$ cat src/rtl/pipe_hazard_ctrl_if.sv
// Signal bundle between the pipeline stages and the hazard controller.
// The pipeline side uses the master modport and the controller uses the slave modport.
interface pipe_hazard_ctrl_if #(parameter int AW = 4);
  logic          id_valid;
  logic [AW-1:0] id_rs1;
  logic [AW-1:0] id_rs2;
  logic          id_rs1_used;
  logic          id_rs2_used;
  logic [AW-1:0] id_rd;
  logic          id_gpr_write;
  logic          id_csr_access;
  logic          id_csr_write;
  logic          id_is_fence_i;
  logic [31:0]   id_pc;
  logic          idexe_in_ready;
  logic          idexe_valid;
  logic [AW-1:0] idexe_rd;
  logic          idexe_gpr_write;
  logic          idexe_csr_write;
  logic          wb_valid;
  logic [AW-1:0] wb_rd;
  logic          wb_gpr_write;
  logic          wb_csr_write;
  logic          pipe_empty;
  logic          exe_redirect;
  logic          icache_flush_done;
  logic          id_hold;
  logic          flush_if_id;
  logic          flush_id_exe;
  logic          icache_flush_req;
  logic          fencei_redirect;
  logic [31:0]   fencei_pc;
  logic          sb_error;

  modport master (
    output id_valid, id_rs1, id_rs2, id_rs1_used, id_rs2_used, id_rd,
           id_gpr_write, id_csr_access, id_csr_write, id_is_fence_i, id_pc,
           idexe_in_ready, idexe_valid, idexe_rd, idexe_gpr_write,
           idexe_csr_write, wb_valid, wb_rd, wb_gpr_write, wb_csr_write,
           pipe_empty, exe_redirect, icache_flush_done,
    input  id_hold, flush_if_id, flush_id_exe, icache_flush_req,
           fencei_redirect, fencei_pc, sb_error
  );

  modport slave (
    input  id_valid, id_rs1, id_rs2, id_rs1_used, id_rs2_used, id_rd,
           id_gpr_write, id_csr_access, id_csr_write, id_is_fence_i, id_pc,
           idexe_in_ready, idexe_valid, idexe_rd, idexe_gpr_write,
           idexe_csr_write, wb_valid, wb_rd, wb_gpr_write, wb_csr_write,
           pipe_empty, exe_redirect, icache_flush_done,
    output id_hold, flush_if_id, flush_id_exe, icache_flush_req,
           fencei_redirect, fencei_pc, sb_error
  );
endinterface

$ cat src/rtl/pipe_hazard_ctrl.sv
// Hazard controller for the 5-stage RV32E pipeline: GPR/CSR scoreboard,
// redirect flushes and the fence.i drain / I-cache flush / refetch sequence.
module pipe_hazard_ctrl #(
  parameter int NREG = 16,
  parameter int AW   = 4,
  parameter int CW   = 2
) (
  input logic              clk,
  input logic              reset,
  pipe_hazard_ctrl_if.slave hif
);

  typedef enum logic [1:0] {IDLE, DRAIN, FLUSH, REDIRECT} state_e;

  state_e        state_q, state_d;
  logic [CW-1:0] cnt_q [NREG];
  logic [CW-1:0] cnt_d [NREG];
  logic [CW-1:0] csrPend_q, csrPend_d;
  logic          sbError_q, sbError_d;

  logic rawHaz, csrHaz, idHold, issue, allClear, cntErr;

  // Saturating cnt + inc - dec; err flags any clipping.
  function automatic logic [CW-1:0] satUpdate(input logic [CW-1:0] cur,
                                              input logic inc,
                                              input logic [1:0] dec,
                                              output logic err);
    logic [CW+1:0] sum;
    logic [CW+1:0] decExt;
    logic [CW-1:0] res;
    sum    = {2'b00, cur} + {{(CW+1){1'b0}}, inc};
    decExt = {{CW{1'b0}}, dec};
    err    = 1'b0;
    if (sum < decExt) begin
      err = 1'b1;
      res = '0;
    end else if ((sum - decExt) > {2'b00, {CW{1'b1}}}) begin
      err = 1'b1;
      res = '1;
    end else begin
      res = sum[CW-1:0] - decExt[CW-1:0];
    end
    return res;
  endfunction

  always_comb begin
    rawHaz = hif.id_valid &&
             ((hif.id_rs1_used && hif.id_rs1 != '0 && cnt_q[hif.id_rs1] != '0) ||
              (hif.id_rs2_used && hif.id_rs2 != '0 && cnt_q[hif.id_rs2] != '0));
    csrHaz = hif.id_valid && hif.id_csr_access && csrPend_q != '0;
    idHold = rawHaz || csrHaz || hif.exe_redirect || (state_q != IDLE) ||
             (hif.id_valid && hif.id_is_fence_i);
    issue  = hif.id_valid && !idHold && hif.idexe_in_ready;
  end

  // x0 is never tracked; a redirect cancels whatever ID/EXE held.
  always_comb begin
    logic       inc;
    logic [1:0] dec;
    logic       err;
    cntErr   = 1'b0;
    allClear = (csrPend_q == '0);
    for (int r = 0; r < NREG; r++) begin
      cnt_d[r] = '0;
      if (r != 0) begin
        inc = issue && hif.id_gpr_write && hif.id_rd == AW'(r);
        dec = {1'b0, hif.wb_valid && hif.wb_gpr_write && hif.wb_rd == AW'(r)} +
              {1'b0, hif.exe_redirect && hif.idexe_valid && hif.idexe_gpr_write &&
                     hif.idexe_rd == AW'(r)};
        cnt_d[r] = satUpdate(cnt_q[r], inc, dec, err);
        cntErr   = cntErr | err;
        if (cnt_q[r] != '0) allClear = 1'b0;
      end
    end
    inc = issue && hif.id_csr_write;
    dec = {1'b0, hif.wb_valid && hif.wb_csr_write} +
          {1'b0, hif.exe_redirect && hif.idexe_valid && hif.idexe_csr_write};
    csrPend_d = satUpdate(csrPend_q, inc, dec, err);
    cntErr    = cntErr | err;
    sbError_d = sbError_q | cntErr;
  end

  always_comb begin
    state_d              = state_q;
    hif.id_hold          = idHold;
    hif.flush_if_id      = hif.exe_redirect;
    hif.flush_id_exe     = hif.exe_redirect;
    hif.icache_flush_req = 1'b0;
    hif.fencei_redirect  = 1'b0;
    hif.fencei_pc        = 32'd0;
    hif.sb_error         = sbError_q;
    unique case (state_q)
      IDLE: begin
        if (hif.id_valid && hif.id_is_fence_i && !hif.exe_redirect) state_d = DRAIN;
      end
      DRAIN: begin
        if (hif.exe_redirect) state_d = IDLE;
        else if (hif.pipe_empty && allClear) state_d = FLUSH;
      end
      FLUSH: begin
        hif.icache_flush_req = 1'b1;
        if (hif.icache_flush_done) state_d = REDIRECT;
      end
      REDIRECT: begin
        hif.fencei_redirect = 1'b1;
        hif.fencei_pc       = hif.id_pc + 32'd4;
        hif.flush_if_id     = 1'b1;
        state_d             = IDLE;
      end
      default: state_d = IDLE;
    endcase
  end

  always_ff @(posedge clk) begin
    if (reset) begin
      state_q   <= IDLE;
      csrPend_q <= '0;
      sbError_q <= 1'b0;
      for (int r = 0; r < NREG; r++) cnt_q[r] <= '0;
    end else begin
      state_q   <= state_d;
      csrPend_q <= csrPend_d;
      sbError_q <= sbError_d;
      for (int r = 0; r < NREG; r++) cnt_q[r] <= cnt_d[r];
    end
  end

endmodule

$ cat src/flat_wrapper.sv
// flat-port wrapper written by rule: the top's interface ports become plain ports
module pipe_hazard_ctrl_flat 
#(
  parameter int NREG = 16,
  parameter int AW   = 4,
  parameter int CW   = 2
)
  (clk, reset, hif_id_valid, hif_id_rs1, hif_id_rs2, hif_id_rs1_used, hif_id_rs2_used, hif_id_rd, hif_id_gpr_write, hif_id_csr_access, hif_id_csr_write, hif_id_is_fence_i, hif_id_pc, hif_idexe_in_ready, hif_idexe_valid, hif_idexe_rd, hif_idexe_gpr_write, hif_idexe_csr_write, hif_wb_valid, hif_wb_rd, hif_wb_gpr_write, hif_wb_csr_write, hif_pipe_empty, hif_exe_redirect, hif_icache_flush_done, hif_id_hold, hif_flush_if_id, hif_flush_id_exe, hif_icache_flush_req, hif_fencei_redirect, hif_fencei_pc, hif_sb_error);
  pipe_hazard_ctrl_if #(.AW(AW)) hif_i ();
  input logic clk;
  input logic reset;
  input wire logic [$bits(hif_i.id_valid)-1:0] hif_id_valid;
  input wire logic [$bits(hif_i.id_rs1)-1:0] hif_id_rs1;
  input wire logic [$bits(hif_i.id_rs2)-1:0] hif_id_rs2;
  input wire logic [$bits(hif_i.id_rs1_used)-1:0] hif_id_rs1_used;
  input wire logic [$bits(hif_i.id_rs2_used)-1:0] hif_id_rs2_used;
  input wire logic [$bits(hif_i.id_rd)-1:0] hif_id_rd;
  input wire logic [$bits(hif_i.id_gpr_write)-1:0] hif_id_gpr_write;
  input wire logic [$bits(hif_i.id_csr_access)-1:0] hif_id_csr_access;
  input wire logic [$bits(hif_i.id_csr_write)-1:0] hif_id_csr_write;
  input wire logic [$bits(hif_i.id_is_fence_i)-1:0] hif_id_is_fence_i;
  input wire logic [$bits(hif_i.id_pc)-1:0] hif_id_pc;
  input wire logic [$bits(hif_i.idexe_in_ready)-1:0] hif_idexe_in_ready;
  input wire logic [$bits(hif_i.idexe_valid)-1:0] hif_idexe_valid;
  input wire logic [$bits(hif_i.idexe_rd)-1:0] hif_idexe_rd;
  input wire logic [$bits(hif_i.idexe_gpr_write)-1:0] hif_idexe_gpr_write;
  input wire logic [$bits(hif_i.idexe_csr_write)-1:0] hif_idexe_csr_write;
  input wire logic [$bits(hif_i.wb_valid)-1:0] hif_wb_valid;
  input wire logic [$bits(hif_i.wb_rd)-1:0] hif_wb_rd;
  input wire logic [$bits(hif_i.wb_gpr_write)-1:0] hif_wb_gpr_write;
  input wire logic [$bits(hif_i.wb_csr_write)-1:0] hif_wb_csr_write;
  input wire logic [$bits(hif_i.pipe_empty)-1:0] hif_pipe_empty;
  input wire logic [$bits(hif_i.exe_redirect)-1:0] hif_exe_redirect;
  input wire logic [$bits(hif_i.icache_flush_done)-1:0] hif_icache_flush_done;
  output wire logic [$bits(hif_i.id_hold)-1:0] hif_id_hold;
  output wire logic [$bits(hif_i.flush_if_id)-1:0] hif_flush_if_id;
  output wire logic [$bits(hif_i.flush_id_exe)-1:0] hif_flush_id_exe;
  output wire logic [$bits(hif_i.icache_flush_req)-1:0] hif_icache_flush_req;
  output wire logic [$bits(hif_i.fencei_redirect)-1:0] hif_fencei_redirect;
  output wire logic [$bits(hif_i.fencei_pc)-1:0] hif_fencei_pc;
  output wire logic [$bits(hif_i.sb_error)-1:0] hif_sb_error;
  assign hif_i.id_valid = hif_id_valid;
  assign hif_i.id_rs1 = hif_id_rs1;
  assign hif_i.id_rs2 = hif_id_rs2;
  assign hif_i.id_rs1_used = hif_id_rs1_used;
  assign hif_i.id_rs2_used = hif_id_rs2_used;
  assign hif_i.id_rd = hif_id_rd;
  assign hif_i.id_gpr_write = hif_id_gpr_write;
  assign hif_i.id_csr_access = hif_id_csr_access;
  assign hif_i.id_csr_write = hif_id_csr_write;
  assign hif_i.id_is_fence_i = hif_id_is_fence_i;
  assign hif_i.id_pc = hif_id_pc;
  assign hif_i.idexe_in_ready = hif_idexe_in_ready;
  assign hif_i.idexe_valid = hif_idexe_valid;
  assign hif_i.idexe_rd = hif_idexe_rd;
  assign hif_i.idexe_gpr_write = hif_idexe_gpr_write;
  assign hif_i.idexe_csr_write = hif_idexe_csr_write;
  assign hif_i.wb_valid = hif_wb_valid;
  assign hif_i.wb_rd = hif_wb_rd;
  assign hif_i.wb_gpr_write = hif_wb_gpr_write;
  assign hif_i.wb_csr_write = hif_wb_csr_write;
  assign hif_i.pipe_empty = hif_pipe_empty;
  assign hif_i.exe_redirect = hif_exe_redirect;
  assign hif_i.icache_flush_done = hif_icache_flush_done;
  assign hif_id_hold = hif_i.id_hold;
  assign hif_flush_if_id = hif_i.flush_if_id;
  assign hif_flush_id_exe = hif_i.flush_id_exe;
  assign hif_icache_flush_req = hif_i.icache_flush_req;
  assign hif_fencei_redirect = hif_i.fencei_redirect;
  assign hif_fencei_pc = hif_i.fencei_pc;
  assign hif_sb_error = hif_i.sb_error;
  pipe_hazard_ctrl #(.NREG(NREG), .AW(AW), .CW(CW)) u_core (.clk(clk), .reset(reset), .hif(hif_i));
endmodule
$ cat config.mk
export PLATFORM = sky130hd
export DESIGN_NAME = pipe_hazard_ctrl_flat
export DESIGN_NICKNAME = d
export VERILOG_FILES = /design/src/rtl/pipe_hazard_ctrl_if.sv /design/src/rtl/pipe_hazard_ctrl.sv /design/src/flat_wrapper.sv
export SDC_FILE = /design/constraint.sdc
export NUM_CORES = 1
export LEC_CHECK = 0
export ABC_AREA = 0
export CAP_MARGIN = 20
export CORE_MARGIN = 2
export CORE_UTILIZATION = 53
export CTS_BUF_LIST = sky130_fd_sc_hd__clkbuf_4 sky130_fd_sc_hd__clkbuf_8 sky130_fd_sc_hd__clkbuf_16
export DETAILED_ROUTE_END_ITERATION = 16
export PLACE_DENSITY = 0.8
export SLEW_MARGIN = 20
export SYNTH_ARGS = -nofsm -noshare
export SYNTH_HDL_FRONTEND = slang
export SYNTH_SLANG_ARGS = --single-unit
export TNS_END_PERCENT = 20
$ cat constraint.sdc
create_clock -name clk -period 4.7 [get_ports clk]
set_input_delay 0.705 -clock clk [delete_from_list [all_inputs] [get_ports clk]]
set_output_delay 0.705 -clock clk [all_outputs]
set_load 0.02 [all_outputs]
==> results <==
-- layer usage --
layer | track usage [%] | vias to the layer above | part of all wire [%]
met4 | 15.3 | 0 | 5.3
met5 | 0 | - | 0
met2 | 50.3 | 227 | 47
li1 | - | 2362 | -
met1 | 34.7 | 2301 | 39
met3 | 6.75 | 53 | 8.6
-- kinds of logic (layout without fill, tap and decap cells) --
| group | Yosys count | after routing | synth area share (%) |
|---|---|---|---|
| compound gates | 76 | 76 | 11.3 |
| buf+inv | 103 | 208 | 8.01 |
| flops | 35 | 35 | 14.2 |
| other cells | 0 | 1 | 0 |
| mux | 3 | 3 | 1.14 |
| xor+xnor | 25 | 25 | 4.45 |
| simple gates | 252 | 252 | 27.2 |
| fa+ha+maj | 113 | 113 | 33.6 |
-- through the flow --
step	instance area, um2	utilization [%]	total power [mW]	hold WS, ns
final	6220	68.3	1.28	0.641
after global routing	6220	68.3	1.38	0.687
after CTS	6220	68.3	1.28	0.639
after detailed placement	6130	67.3	1.04	0.626
after global placement	6130	67.3	1.01	0.621
after floorplan	4920	-	0.800	0.650
-- flip-flops by register name (all words and copies together), names as in the netlist, named ones only --
name and cells:
u_core.state_q 1, u_core.hif.sb_error 1, u_core.csrPend_q 2, u_core.cnt_q 30
-- cells in the mapped netlist (all sizes together), types with 13 or more instances --
master,count
inv,86
ha,81
nor2,71
dfxtp,35
nor3,34
fa,32
a211oi,31
nand2,24
nand3,24
nand4,23
xor2,20
nor4,19
and2,14
clkbuf,13
o31ai,13
-- power by group --
group          switching (mW)  internal, mW  total, mW
combinational           0.324         0.283      0.606
clock                   0.121         0.115      0.236
sequential             0.0828         0.358      0.441
total                   0.527         0.756       1.28
-- worst max path at each step --
stage	from	to	slack, ns
floorplan	hif_id_rs1[1]	u_core.hif.sb_error$_SDFF_PP0_	0.82
global placement	hif_id_rs1[0]	u_core.hif.sb_error$_SDFF_PP0_	0.11
detailed placement	hif_id_rs1[0]	u_core.hif.sb_error$_SDFF_PP0_	0.02
CTS	hif_id_rs1[0]	u_core.hif.sb_error$_SDFF_PP0_	0.34
global route	hif_id_rs2[0]	u_core.hif.sb_error$_SDFF_PP0_	0.05
finish	hif_id_rs1[0]	u_core.hif.sb_error$_SDFF_PP0_	0.31
-- area by class of cell --
| class | instances | area [um2] |
|---|---|---|
| fillers | 756 | 2890 |
| clock buffers | 6 | 82.6 |
| repair buffers | 115 | 1150 |
| multi-input cells | 469 | 3820 |
| clock inverters | 1 | 5.00 |
| flip-flops and latches | 35 | 701 |
| inverters | 86 | 323 |
| well taps | 111 | 139 |
| diodes | 1 | 2.50 |
-- worst register-to-register path, stage by stage (launching register included) --
cell and delay [ns]:
dfxtp_1 0.45, nor2_1 0.09, mux4_2 0.46, mux2_2 0.28, o22ai_2 0.23, buf_4 0.24
nor3_1 0.09, ha_1 0.21, ha_1 0.28, inv_1 0.05, fa_1 0.42, ha_1 0.28
and2_1 0.16, nand2_1 0.11, nor4_1 0.35, a31oi_1 0.12
==> results.json <==
{
  "vdd_ir_drop_max_uv": 160,
  "grt_max_degree": 36,
  "port_buffers": 108,
  "final_cells": 824,
  "synth.top_cell.area_share_pct": 20.6,
  "syn_avg_cell_area_um2": 8.10,
  "cts_resized": 0,
  "drtIter0Drc": 253,
  "cp_common_cell": "ha_1",
  "holdPathStages": 2,
  "required_ns": 4.87,
  "clockBufferDepth": 2,
  "routed_wirelength_um": 14400,
  "die-height_um": 100,
  "fin_nets": 896,
  "area_growth_pct": 26.5,
  "root_buffer": "clkbuf_8",
  "holdBufCountCts": 0,
  "vias": 4943,
  "grt_pass1_wl_um": 23700,
  "synth_edf_count": 0,
  "reg2reg_slack_ns": 0.72,
  "rsz0062_at_grt": "false",
  "io_pins": 109,
  "dp.cells": 816,
  "finClkSkew_ns": 0.00642,
  "synth_area_leader_cell": "ha_1",
  "syn_area_um2": 4920,
  "worst_setup_path_end_kind": "flop",
  "synth.ff_latch_count": 35,
  "worstMarginPinSlew_ns": 0.932,
  "ys.flop_type": "dfxtp_1",
  "start_util_pct": 54.0,
  "synth-seq-area-share_pct": 14.2,
  "overflow": 0,
  "pre_cts_slack_ns": 0.0238,
  "post-route-period-util_pct": 93.3,
  "tritoncts": "built",
  "crit_path_top_delay_cell": "clkdlybuf4s50_1",
  "place_hpwl_um": 12300,
  "cp_data_arrival_time_ns": 4.55,
  "r2r_start": "u_core.cnt_q[9][1]$_SDFF_PP0_",
  "coreArea_um2": 9110,
  "clkLatencyLatePin_ns": 0.30,
  "gp_congestion": 0.914,
  "clk_pin_slew_ns": 0.08,
  "vias_per_cell": 6.00,
  "synthArstFlopShare_pct": 0,
  "fin_crit_ns": 4.39,
  "critPathBufInv": 3,
  "path_class": "in -> reg",
  "fmax_mhz": 228,
  "cap_viol_max_count": 0,
  "dr.pass1.iters": 5,
  "critPathMaxFanout": 11,
  "grt_pass1_vias": 5047,
  "rows": 35,
  "relSlewSlack_pct": 37.7,
  "antenna_found_initial": 1,
  "setup_ws_ns": 0.314,
  "r2r-end": "u_core.hif.sb_error$_SDFF_PP0_",
  "ys_warn_count": 0,
  "final_common_cell": "clkdlybuf4s50_1",
  "crit_path_max_incr_delay_ns": 0.51,
  "setup_viol": 0,
  "grtUsageTotal_pct": 29.6,
  "cts_buffers": 5,
  "hold_viol_final": 0,
  "setup.worst_path.start_class": "primary input",
  "p_leak_nw": 2.50,
  "synth.area.top_cells": "ha_1 (21%), dfxtp_1 (14%), fa_1 (13%)",
  "die-area_um2": 10100,
  "status": "finished clean",
  "h-tree-depth": 2,
  "postCtsSetupBuffers": 0,
  "final_cell_mix": "clkdlybuf4s50_1 (108), inv_1 (86), ha_1 (81), nor2_1 (71), dfxtp_1 (35)",
  "finalSetupTns_ns": 0,
  "cts_num_sinks": 35,
  "reg2regPathDepth": 15,
  "drive_gt1_share_pct": 3.65,
  "ys_types": 48,
  "die_w_um": 100,
  "ant_nets": 0,
  "hp-class": "reg -> reg",
  "hold_start": "u_core.state_q[0]$_SDFFE_PP0P_",
  "synth_nets": 791,
  "path_depth": 15,
  "power_density_nw_per_um2": 206,
  "critPathTopFamily": "adder cells",
  "path_cells": "clkdlybuf4s50_1 > mux4_2 > mux2_2 > o22ai_2 > buf_4 > nor3_1 > ha_1 > ha_1 > inv_1 > fa_1 > ha_1 > and2_1 > nand2_1 > nor4_1 > a31oi_1",
  "route.detailed.drc": 0,
  "maxSlewViolCount": 0,
  "wl_per_cell_um": 17.4,
  "synth_cells": 607
}
Note: power is estimated with default switching activity, not from simulation.
